[src/rtl/conv_ctrl_pkg.sv]
// Package: conv_ctrl_pkg
// Shared types and constants for the convolutional-encoder frame sequencer.
//   conv_ctrl_state_t : sequencer states (IDLE, FLUSH, ENCODE, TAIL)
//   BYTE_W            : payload byte width
//   TAIL_BITS         : zero bits appended to return a K=3 encoder to state 00
package conv_ctrl_pkg;

    typedef enum logic [1:0] {
        IDLE   = 2'd0,
        FLUSH  = 2'd1,
        ENCODE = 2'd2,
        TAIL   = 2'd3
    } conv_ctrl_state_t;

    localparam int BYTE_W    = 8;
    localparam int TAIL_BITS = 2;

endpackage

[src/rtl/conv_frame_buf.sv]
// Module: conv_frame_buf
// Frame buffer for the sequencer: DEPTH x BYTE_W simple dual-port RAM,
// synchronous write, registered (1-cycle) synchronous read.
// Ports:
//   clk      in   clock
//   wr_en    in   write strobe
//   wr_addr  in   write address
//   wr_data  in   write byte
//   rd_en    in   read strobe; rd_data updates on the following edge
//   rd_addr  in   read address
//   rd_data  out  registered read byte, held while rd_en is low
module conv_frame_buf
    import conv_ctrl_pkg::*;
#(
    parameter int DEPTH  = 64,
    parameter int ADDR_W = $clog2(DEPTH)
) (
    input  logic              clk,
    input  logic              wr_en,
    input  logic [ADDR_W-1:0] wr_addr,
    input  logic [BYTE_W-1:0] wr_data,
    input  logic              rd_en,
    input  logic [ADDR_W-1:0] rd_addr,
    output logic [BYTE_W-1:0] rd_data
);

    logic [BYTE_W-1:0] mem [0:DEPTH-1];

    // The read register only moves on rd_en so the sequencer can serialise
    // the current byte for eight cycles without re-reading it.
    always_ff @(posedge clk) begin
        if (wr_en)
            mem[wr_addr] <= wr_data;
        if (rd_en)
            rd_data <= mem[rd_addr];
    end

endmodule

[src/rtl/conv_frame_ctrl.sv]
// Module: conv_frame_ctrl
// Store-and-forward frame sequencer for an external rate-1/2, K=3 (7,5)
// convolutional encoder. A byte frame is buffered, the encoder is cleared,
// the payload is streamed MSB-first one bit per cycle without gaps, and the
// encoder's 2-bit symbols are framed with valid/sop/eop.
// Build option:
//   CONV_CTRL_TAIL_EN  defined   -> two zero tail bits terminate the trellis
//                                   (8N+2 symbols per frame)
//                      undefined -> ENCODE returns straight to IDLE (8N symbols)
// Ports:
//   clk, reset             clock, synchronous active-high reset
//   s_data/s_valid/s_last  byte source; s_ready accepts a byte (IDLE only)
//   enc_reset, enc_din     encoder clear and serial data
//   enc_dout               encoder registered output ([0]=g111, [1]=g101)
//   m_sym/m_valid/m_sop/m_eop  framed symbol stream, no backpressure
//   busy                   high in every state but IDLE
//   frame_len              byte count of the current/last frame
//   err_ovf                one-cycle pulse when a frame is cut at MAX_BYTES
module conv_frame_ctrl
    import conv_ctrl_pkg::*;
#(
    parameter int MAX_BYTES = 64,
    parameter int LEN_W     = $clog2(MAX_BYTES + 1)
) (
    input  logic              clk,
    input  logic              reset,
    input  logic [BYTE_W-1:0] s_data,
    input  logic              s_valid,
    input  logic              s_last,
    output logic              s_ready,
    output logic              enc_reset,
    output logic              enc_din,
    input  logic [1:0]        enc_dout,
    output logic [1:0]        m_sym,
    output logic              m_valid,
    output logic              m_sop,
    output logic              m_eop,
    output logic              busy,
    output logic [LEN_W-1:0]  frame_len,
    output logic              err_ovf
);

    localparam int               ADDR_W  = $clog2(MAX_BYTES);
    localparam logic [LEN_W-1:0] LEN_ONE = LEN_W'(1);
    localparam logic [LEN_W-1:0] LAST_WR = LEN_W'(MAX_BYTES - 1);

    conv_ctrl_state_t  state;
    logic [LEN_W-1:0]  wr_cnt;
    logic [LEN_W-1:0]  rd_cnt;
    logic [2:0]        bit_idx;
    logic [BYTE_W-1:0] rd_data;
    logic              accept;
    logic              last_byte;
    logic              last_bit;
    logic              rd_en;
    logic              drv_valid;
    logic              drv_sop;
    logic              drv_eop;
`ifdef CONV_CTRL_TAIL_EN
    logic              tail_cnt;
`endif

    assign s_ready   = (state == IDLE) && !reset;
    assign busy      = (state != IDLE);
    assign enc_reset = reset || (state == IDLE) || (state == FLUSH);
    assign accept    = s_valid && s_ready;

    // A full buffer closes the frame even without s_last.
    assign last_byte = s_last || (wr_cnt == LAST_WR);

    // rd_cnt counts bytes already fetched, so the last payload bit is bit 0
    // once every byte of the frame has been read.
    assign last_bit  = (state == ENCODE) && (bit_idx == 3'd0) && (rd_cnt == frame_len);

    // Prefetch byte 0 in FLUSH, then fetch the next byte during bit 0 of the
    // current one so its bit 7 is ready on the very next cycle.
    assign rd_en     = (state == FLUSH) ||
                       ((state == ENCODE) && (bit_idx == 3'd0) && (rd_cnt != frame_len));

    assign enc_din   = (state == ENCODE) ? rd_data[bit_idx] : 1'b0;

    conv_frame_buf #(
        .DEPTH  (MAX_BYTES),
        .ADDR_W (ADDR_W)
    ) u_buf (
        .clk     (clk),
        .wr_en   (accept),
        .wr_addr (wr_cnt[ADDR_W-1:0]),
        .wr_data (s_data),
        .rd_en   (rd_en),
        .rd_addr (rd_cnt[ADDR_W-1:0]),
        .rd_data (rd_data)
    );

    // Flags describing the bit being driven into the encoder this cycle.
    always_comb begin
        drv_valid = (state == ENCODE) || (state == TAIL);
        drv_sop   = (state == ENCODE) && (rd_cnt == LEN_ONE) && (bit_idx == 3'd7);
`ifdef CONV_CTRL_TAIL_EN
        drv_eop   = (state == TAIL) && tail_cnt;
`else
        drv_eop   = last_bit;
`endif
    end

    // Sequencer: buffer a frame in IDLE, clear the encoder in FLUSH,
    // serialise the payload in ENCODE and optionally flush the trellis in TAIL.
    always_ff @(posedge clk) begin
        if (reset) begin
            state     <= IDLE;
            wr_cnt    <= '0;
            rd_cnt    <= '0;
            bit_idx   <= 3'd7;
            frame_len <= '0;
            err_ovf   <= 1'b0;
`ifdef CONV_CTRL_TAIL_EN
            tail_cnt  <= 1'b0;
`endif
        end else begin
            err_ovf <= 1'b0;
            case (state)
                IDLE: begin
                    if (accept) begin
                        if (last_byte) begin
                            state     <= FLUSH;
                            frame_len <= wr_cnt + LEN_ONE;
                            err_ovf   <= !s_last;
                            wr_cnt    <= '0;
                            rd_cnt    <= '0;
                        end else begin
                            wr_cnt    <= wr_cnt + LEN_ONE;
                        end
                    end
                end
                FLUSH: begin
                    state   <= ENCODE;
                    rd_cnt  <= LEN_ONE;
                    bit_idx <= 3'd7;
                end
                ENCODE: begin
                    bit_idx <= bit_idx - 3'd1;
                    if (last_bit) begin
`ifdef CONV_CTRL_TAIL_EN
                        state    <= TAIL;
                        tail_cnt <= 1'b0;
`else
                        state    <= IDLE;
`endif
                    end else if (rd_en) begin
                        rd_cnt <= rd_cnt + LEN_ONE;
                    end
                end
`ifdef CONV_CTRL_TAIL_EN
                TAIL: begin
                    tail_cnt <= 1'b1;
                    if (tail_cnt == 1'(TAIL_BITS - 1))
                        state <= IDLE;
                end
`endif
                default: state <= IDLE;
            endcase
        end
    end

    // The encoder registers its output, so the drive flags are delayed one
    // cycle to line up with enc_dout; this drains regardless of state.
    always_ff @(posedge clk) begin
        if (reset) begin
            m_valid <= 1'b0;
            m_sop   <= 1'b0;
            m_eop   <= 1'b0;
        end else begin
            m_valid <= drv_valid;
            m_sop   <= drv_sop;
            m_eop   <= drv_eop;
        end
    end

    assign m_sym = m_valid ? enc_dout : 2'b00;

endmodule
[config.mk]
export PLATFORM = sky130hd
export DESIGN_NAME = conv_frame_ctrl
export DESIGN_NICKNAME = d
export VERILOG_FILES = /design/src/rtl/conv_ctrl_pkg.sv /design/src/rtl/conv_frame_buf.sv /design/src/rtl/conv_frame_ctrl.sv
export SDC_FILE = /design/constraint.sdc
export NUM_CORES = 1
export LEC_CHECK = 0
export CORE_MARGIN = 10
export CORE_UTILIZATION = 35
export CTS_BUF_LIST = sky130_fd_sc_hd__clkbuf_8
export CTS_CLUSTER_DIAMETER = 30
export DETAILED_ROUTE_END_ITERATION = 12
export PLACE_DENSITY = 0.53
export SYNTH_ARGS = -nofsm -noshare
export SYNTH_HDL_FRONTEND = slang
export SYNTH_SLANG_ARGS = --single-unit
export TNS_END_PERCENT = 1
[constraint.sdc]
create_clock -name clk -period 5.5 [get_ports clk]
set_input_delay 0.825 -clock clk [delete_from_list [all_inputs] [get_ports clk]]
set_output_delay 0.825 -clock clk [all_outputs]
set_load 0.1 [all_outputs]
* After elaboration in Yosys (flattened, before gate mapping) *
Memory sizes are Yosys's and may differ from the RTL's. A register that Yosys moved wholly into a read port is not among the register bits.
Cells that the tools add are included.

cells by class
  magnitude comparators = 1
  shift-type cells = 0
  mux-type cells = 17
  $add $sub $neg = 3
  bitwise logic cells = 3
  multipliers = 0
  reduce and logical (&&, ||, !) cells = 24
  equality and inequality tests = 13
  divide/modulo/power cells = 0

operators by type and width
  cell                                                                           number
  7-bit two-way mux                                                              5
  7-bit one-hot mux with 3 select lines                                          1
  7-bit by 1-bit adder with 7-bit output (second input constant)                 2
  2-bit != test (second input constant)                                          5
  2-bit two-way mux                                                              4
  7-bit by 1-bit equality test with 1-bit output (second input constant)         1
  7-bit by 6-bit equality test with 1-bit output (second input constant)         1
  7-bit equality test                                                            1
  1-bit logical AND                                                              7
  7-bit != test                                                                  1
  2-bit one-hot mux with 3 select lines                                          1
  3-bit one-hot mux with 2 select lines                                          1
  3-bit AND reduction                                                            2
  1-bit logical OR                                                               5
  5-bit AND reduction                                                            1
  2-bit equality test (second input constant)                                    2
  3-bit by 4-bit less-than comparator with 1-bit output (second input constant)  1
  1-bit two-way mux                                                              4
  2-bit nonzero test                                                             2
  4-bit OR reduction                                                             1
  1-bit binary-select mux with 3-bit select                                      1
  3-bit equality test (second input constant)                                    1
  3-bit zero test                                                                1
  1-bit NOT                                                                      3
  6 further kinds                                                                7

word-level totals
  bits in latches = 0
  memory bits (read-only) = 0
  input bits = 14
  output and inout bits = 17
  word-level logic and storage cells = 71
  bits in writable memories = 512
  register bits after elaboration = 30
  memories kept = 1

memory list
  memory     words  bits a word  read ports  clocked after memory_dff  write ports  line                  RTL
  u_buf.mem  64     8            1           1                         1            conv_frame_buf.sv:27  logic [BYTE_W-1:0] mem [0:DEPTH-1];

* Depth between registers and ports, before layout *
  depth after elaboration = 7
  gate-level depth with buffers = 9
  mapped depth without buffers = 7

* Hierarchy *
A second synthesis with hierarchy kept.

second synthesis, totals
  cell total of the unflattened synthesis = 1,143
  area, all modules = 22,012.4 µm²

modules (own cells, without submodules)
  module           area each (µm²)  times used  sequential area each (µm²)  cells an instance
  conv_frame_buf   20,246.9         1           15,615.0                    940
  conv_frame_ctrl  1,765.4          1           600.6                       203

* Worst setup path before layout *
Ideal clock, no wire load.

  kind = input to register
  from = in reset
  to = mem u_buf.mem[55][0], enable pin
  stages on the path = 5
  arrival = 3.483 ns
  data required time = 5.130 ns
  path slack = 1.646 ns
  cell sequence = nor2b_1 nand2_2 or2_2 clkbuf_1 nor2_1

between the ends
  cells in the longest elaborated chain, start to end = 5

RTL lines
  element                                  line                   RTL
  start, declared                          conv_frame_ctrl.sv:26  input logic reset,
  1-bit zero test                          conv_frame_ctrl.sv:63  assign s_ready = (state == IDLE) && !reset;
  1-bit logical AND                        conv_frame_ctrl.sv:63
  1-bit logical AND                        conv_frame_ctrl.sv:66  assign accept = s_valid && s_ready;
  1-bit two-way mux                        conv_frame_buf.sv:32   if (wr_en)
  1-bit two-way mux (implied by the code)  conv_frame_buf.sv:33   mem[wr_addr] <= wr_data;
  end, declared                            conv_frame_buf.sv:27

Every way passes these cells.

* Worst setup path in the final report *
  from = reg bit_idx[0]
  to = out enc_din

between the ends
  cells in the longest elaborated chain, start to end = 3

RTL lines
  element                                    line                    RTL
  start, declared                            conv_frame_ctrl.sv:50   logic [2:0] bit_idx;
  start signal, assigned                     conv_frame_ctrl.sv:141  bit_idx <= bit_idx - 3'd1;
  1-bit binary-select mux with 3-bit select  conv_frame_ctrl.sv:80   assign enc_din = (state == ENCODE) ? rd_data[bit_idx] : 1'b0;
  1-bit two-way mux (implied by the code)    conv_frame_ctrl.sv:80
  1-bit two-way mux                          conv_frame_ctrl.sv:80
  end, declared                              conv_frame_ctrl.sv:32   output logic enc_din,

Every way passes these cells. The select of a mux whose other input is x is not followed.

==> impl_metrics.tcl <==
set metrics [dict create \
    grt_pass1_wl_mm 85.5 \
    status "finished, final reports clean" \
    hold_viol_final 0 \
    syn_area_per_cell_sq_um 18.1 \
    seqPwrFrac_pct 48.9 \
    synth.most_common_cell "edfxtp_1" \
    r2r-start "state[0]" \
    clock_path_buffers 3 \
    clkSlewWorstSetupHoldPaths_ps 60 \
    cts.htree.levels 3 \
    clkPwrFrac_pct 49.0 \
    powerDensity_mw_per_mm2 367 \
    period_needed_ps 3770 \
    power_switching_mw 2.06 \
    hpwl_mm 34.0 \
    drtIter0Drc 1139 \
    top_layer_used "met4" \
    switching_share_pct 22.0 \
    max-slew-margin-rel_pct 28.7 \
    worstReg2RegEnd "u_buf.mem[30][5]" \
    crit_type "flip-flop to primary output" \
    synth-seq-cells 550 \
    drtAntennaViolNets 0 \
    fin_crit_sh_pct 68.5 \
    drc 0 \
    synth_edf_count 520 \
    p_total_mw 9.39 \
    clock-sinks 550 \
    rows 91 \
    yosysSeqAreaShare_pct 73.7 \
    area_growth_pct 16.3 \
    async_reset_ff_share_pct 0 \
    hold-path-cell-count 2 \
    synth_commonest_cells "520 x edfxtp_1, 107 x nor2_1, 91 x mux4_2" \
    synth_cell_types 60 \
    io_buffers 30 \
    die_area_sq_mm 0.0733 \
    ys_warn_count 0 \
    synth.top_cell.area_share_pct 70.9 \
    clock_skew_ps 17.8 \
    hp-class "flip-flop to flip-flop" \
    endpoint_kind "primary output" \
    worstMarginPinSlew_ps 1060 \
    fillers 5545 \
    synth.area.top_cells "edfxtp_1 71%, mux4_2 9.3%, mux2i_1 3.0%" \
    grt.overflow.total 0 \
    wl_met2_mm 27.2 \
    worstSetupStartpointType "flip-flop" \
    ir_drop_mv 0.137 \
    nNetsFinal 1326 \
    syn_area_sq_mm 0.0220 \
    cts.repair.resized 0 \
    cts_tree "done" \
    die_y_um 271 \
    fp.dieW_um 271 \
    vias 11900 \
    cts-root-buf "clkbuf_8" \
    p_comb_share_pct 2.1 \
    crit_required_ps 4680 \
    wl_met3_mm 3.49 \
    regToRegSetupSlack_ps 2190 \
    grt_max_degree 67 \
    grt_usage_pct 15.7 \
    whs_ps 541 \
    rsz0062_at_grt "false" \
    gp_congestion 0.815 \
    intPower_mw 7.33 \
    first_global_vias 12200 \
    ys.flop_type "edfxtp_1" \
    final_layout_size_suffix_gt1_share_pct 24.1 \
    antenna_found_initial 1 \
    routed_wl_mm 58.5 \
    arrival_ps 2940 \
    cts_hold_buf 0 \
    path_max_fanout 6 \
    final.setup.tns_ps 0 \
    worstHoldStart "frame_len[5]" \
    max-cap-violations 0 \
    r2r_cells 6 \
    coreArea_sq_mm 0.0619 \
    syn-num-nets 1241 \
    drv_slew 0 \
    routed_via_density 5.30 \
    holdPathEnd "frame_len[5]" \
    wl_met1_mm 26.6 \
    synth_largest_area_cell "edfxtp_1" \
    timing.fmax_mhz 265 \
    numCtsBuffers 110 \
    post_cts_buffers 0 \
    synth_cells 1216 \
    setup_viol 0 \
    start_util_pct 35.5 \
    wl_per_cell_um 26.1 \
    insertion_delay_ps 690 \
    p_leak_nw 7.96 \
    ios 31 \
    drt-pass1-iter-count 5 \
]
## layout make-up
class                      instances  area [sq um]  share of cell area [%]
clock inverter                    94           915                    3.57
tap                              837          1050                    4.09
timing repair buffer              42           390                    1.52
antenna                            1          2.50                 0.00977
multi-input combinational        586          5400                    21.1
inverter                          11          41.3                   0.161
clock buffer                     115          1580                    6.18
sequential                       550         16200                    63.4
## cells by family (layout without fill, tap and decap cells)
logic type,after synthesis,after routing,share of synthesized area (%)
AND/OR/NAND/NOR,219,219,4.64
other,0,1,0
AO/OA/AOI/OAI,153,153,4.76
flip-flops,550,550,73.7
XOR/XNOR,13,13,0.517
buffers and inverters,80,262,1.81
adder cells (fa/ha/maj),11,11,0.625
multiplexers,190,190,14.0
## worst max-delay path, cell delays in order, from the launching register on
cell	delay, ps
dfxtp_1	470
mux4_2	540
mux2i_1	200
nor2b_1	80
clkdlybuf4s50_1	980
## flip-flops by register name, summed over array words and instances (netlist names)
signal	cells
u_buf.mem	512
state	2
m_sop	1
m_eop	1
bit_idx	3
err_ovf	1
frame_len	7
m_valid	1
wr_cnt	7
u_buf.rd_data	8
rd_cnt	7
## per-stage QoR
step	utilization (%)	cells	area (sq um)	worst slack, ps
floorplan	-	1216	22000	1650
global placement	37.3	2026	23100	1510
detailed placement	37.3	2026	23100	1480
CTS	41.3	2235	25600	1640
global route	41.3	2236	25600	1560
finish	41.3	2236	25600	1730
## power by group through the flow
stage	clock network, mW	logic (mW)	registers (mW)
3_3_place_gp	0	0.199	4.68
3_5_place_dp	0	0.199	4.68
2_1_floorplan	0	0.0588	4.70
4_1_cts	4.69	0.198	4.60
6_report	4.60	0.195	4.60
5_1_grt	4.92	0.208	4.60
## layout by cell type (no fill, tap or decap), types with 6 or more instances in the layout
cell and instances:
mux2_2 33, nor3_1 13, o21ai_0 20, o22ai_1 29, mux4_2 91, nor2_1 107, mux2i_1 66, clkinvlp_4 18
a211o_1 10, clkdlybuf4s50_1 22, a211oi_1 9, edfxtp_1 520, nand2b_1 6, clkbuf_8 115, clkinv_2 16, nor2b_1 13
buf_4 16, inv_1 26, clkinv_4 9, a21oi_1 28, a221oi_1 10, xnor2_1 10, nand2_1 29, nand3_1 15
a22oi_1 15, inv_6 7, dfxtp_1 26, ha_1 11, clkinv_1 12, bufinv_16 15
## worst max-delay path by stage
stage          cells past startpoint          endpoint       start  slack [ps]
6_report                           4           enc_din  bit_idx[0]        1730
5_1_grt                            4           enc_din    state[0]        1560
4_1_cts                            4           enc_din  bit_idx[0]        1640
3_5_place_dp                       6  u_buf.mem[14][5]       reset        1480
3_3_place_gp                       6  u_buf.mem[30][4]       reset        1510
2_1_floorplan                      5  u_buf.mem[55][0]       reset        1650
## per-layer routing
metal / track usage, % / up-vias
met3: 3.41 / 70
met1: 22.0 / 6199
met2: 24.2 / 468
li1: - / 5114
met4: 4.75 / 0
met5: 0 / -
(Power assumes the default switching activity.)
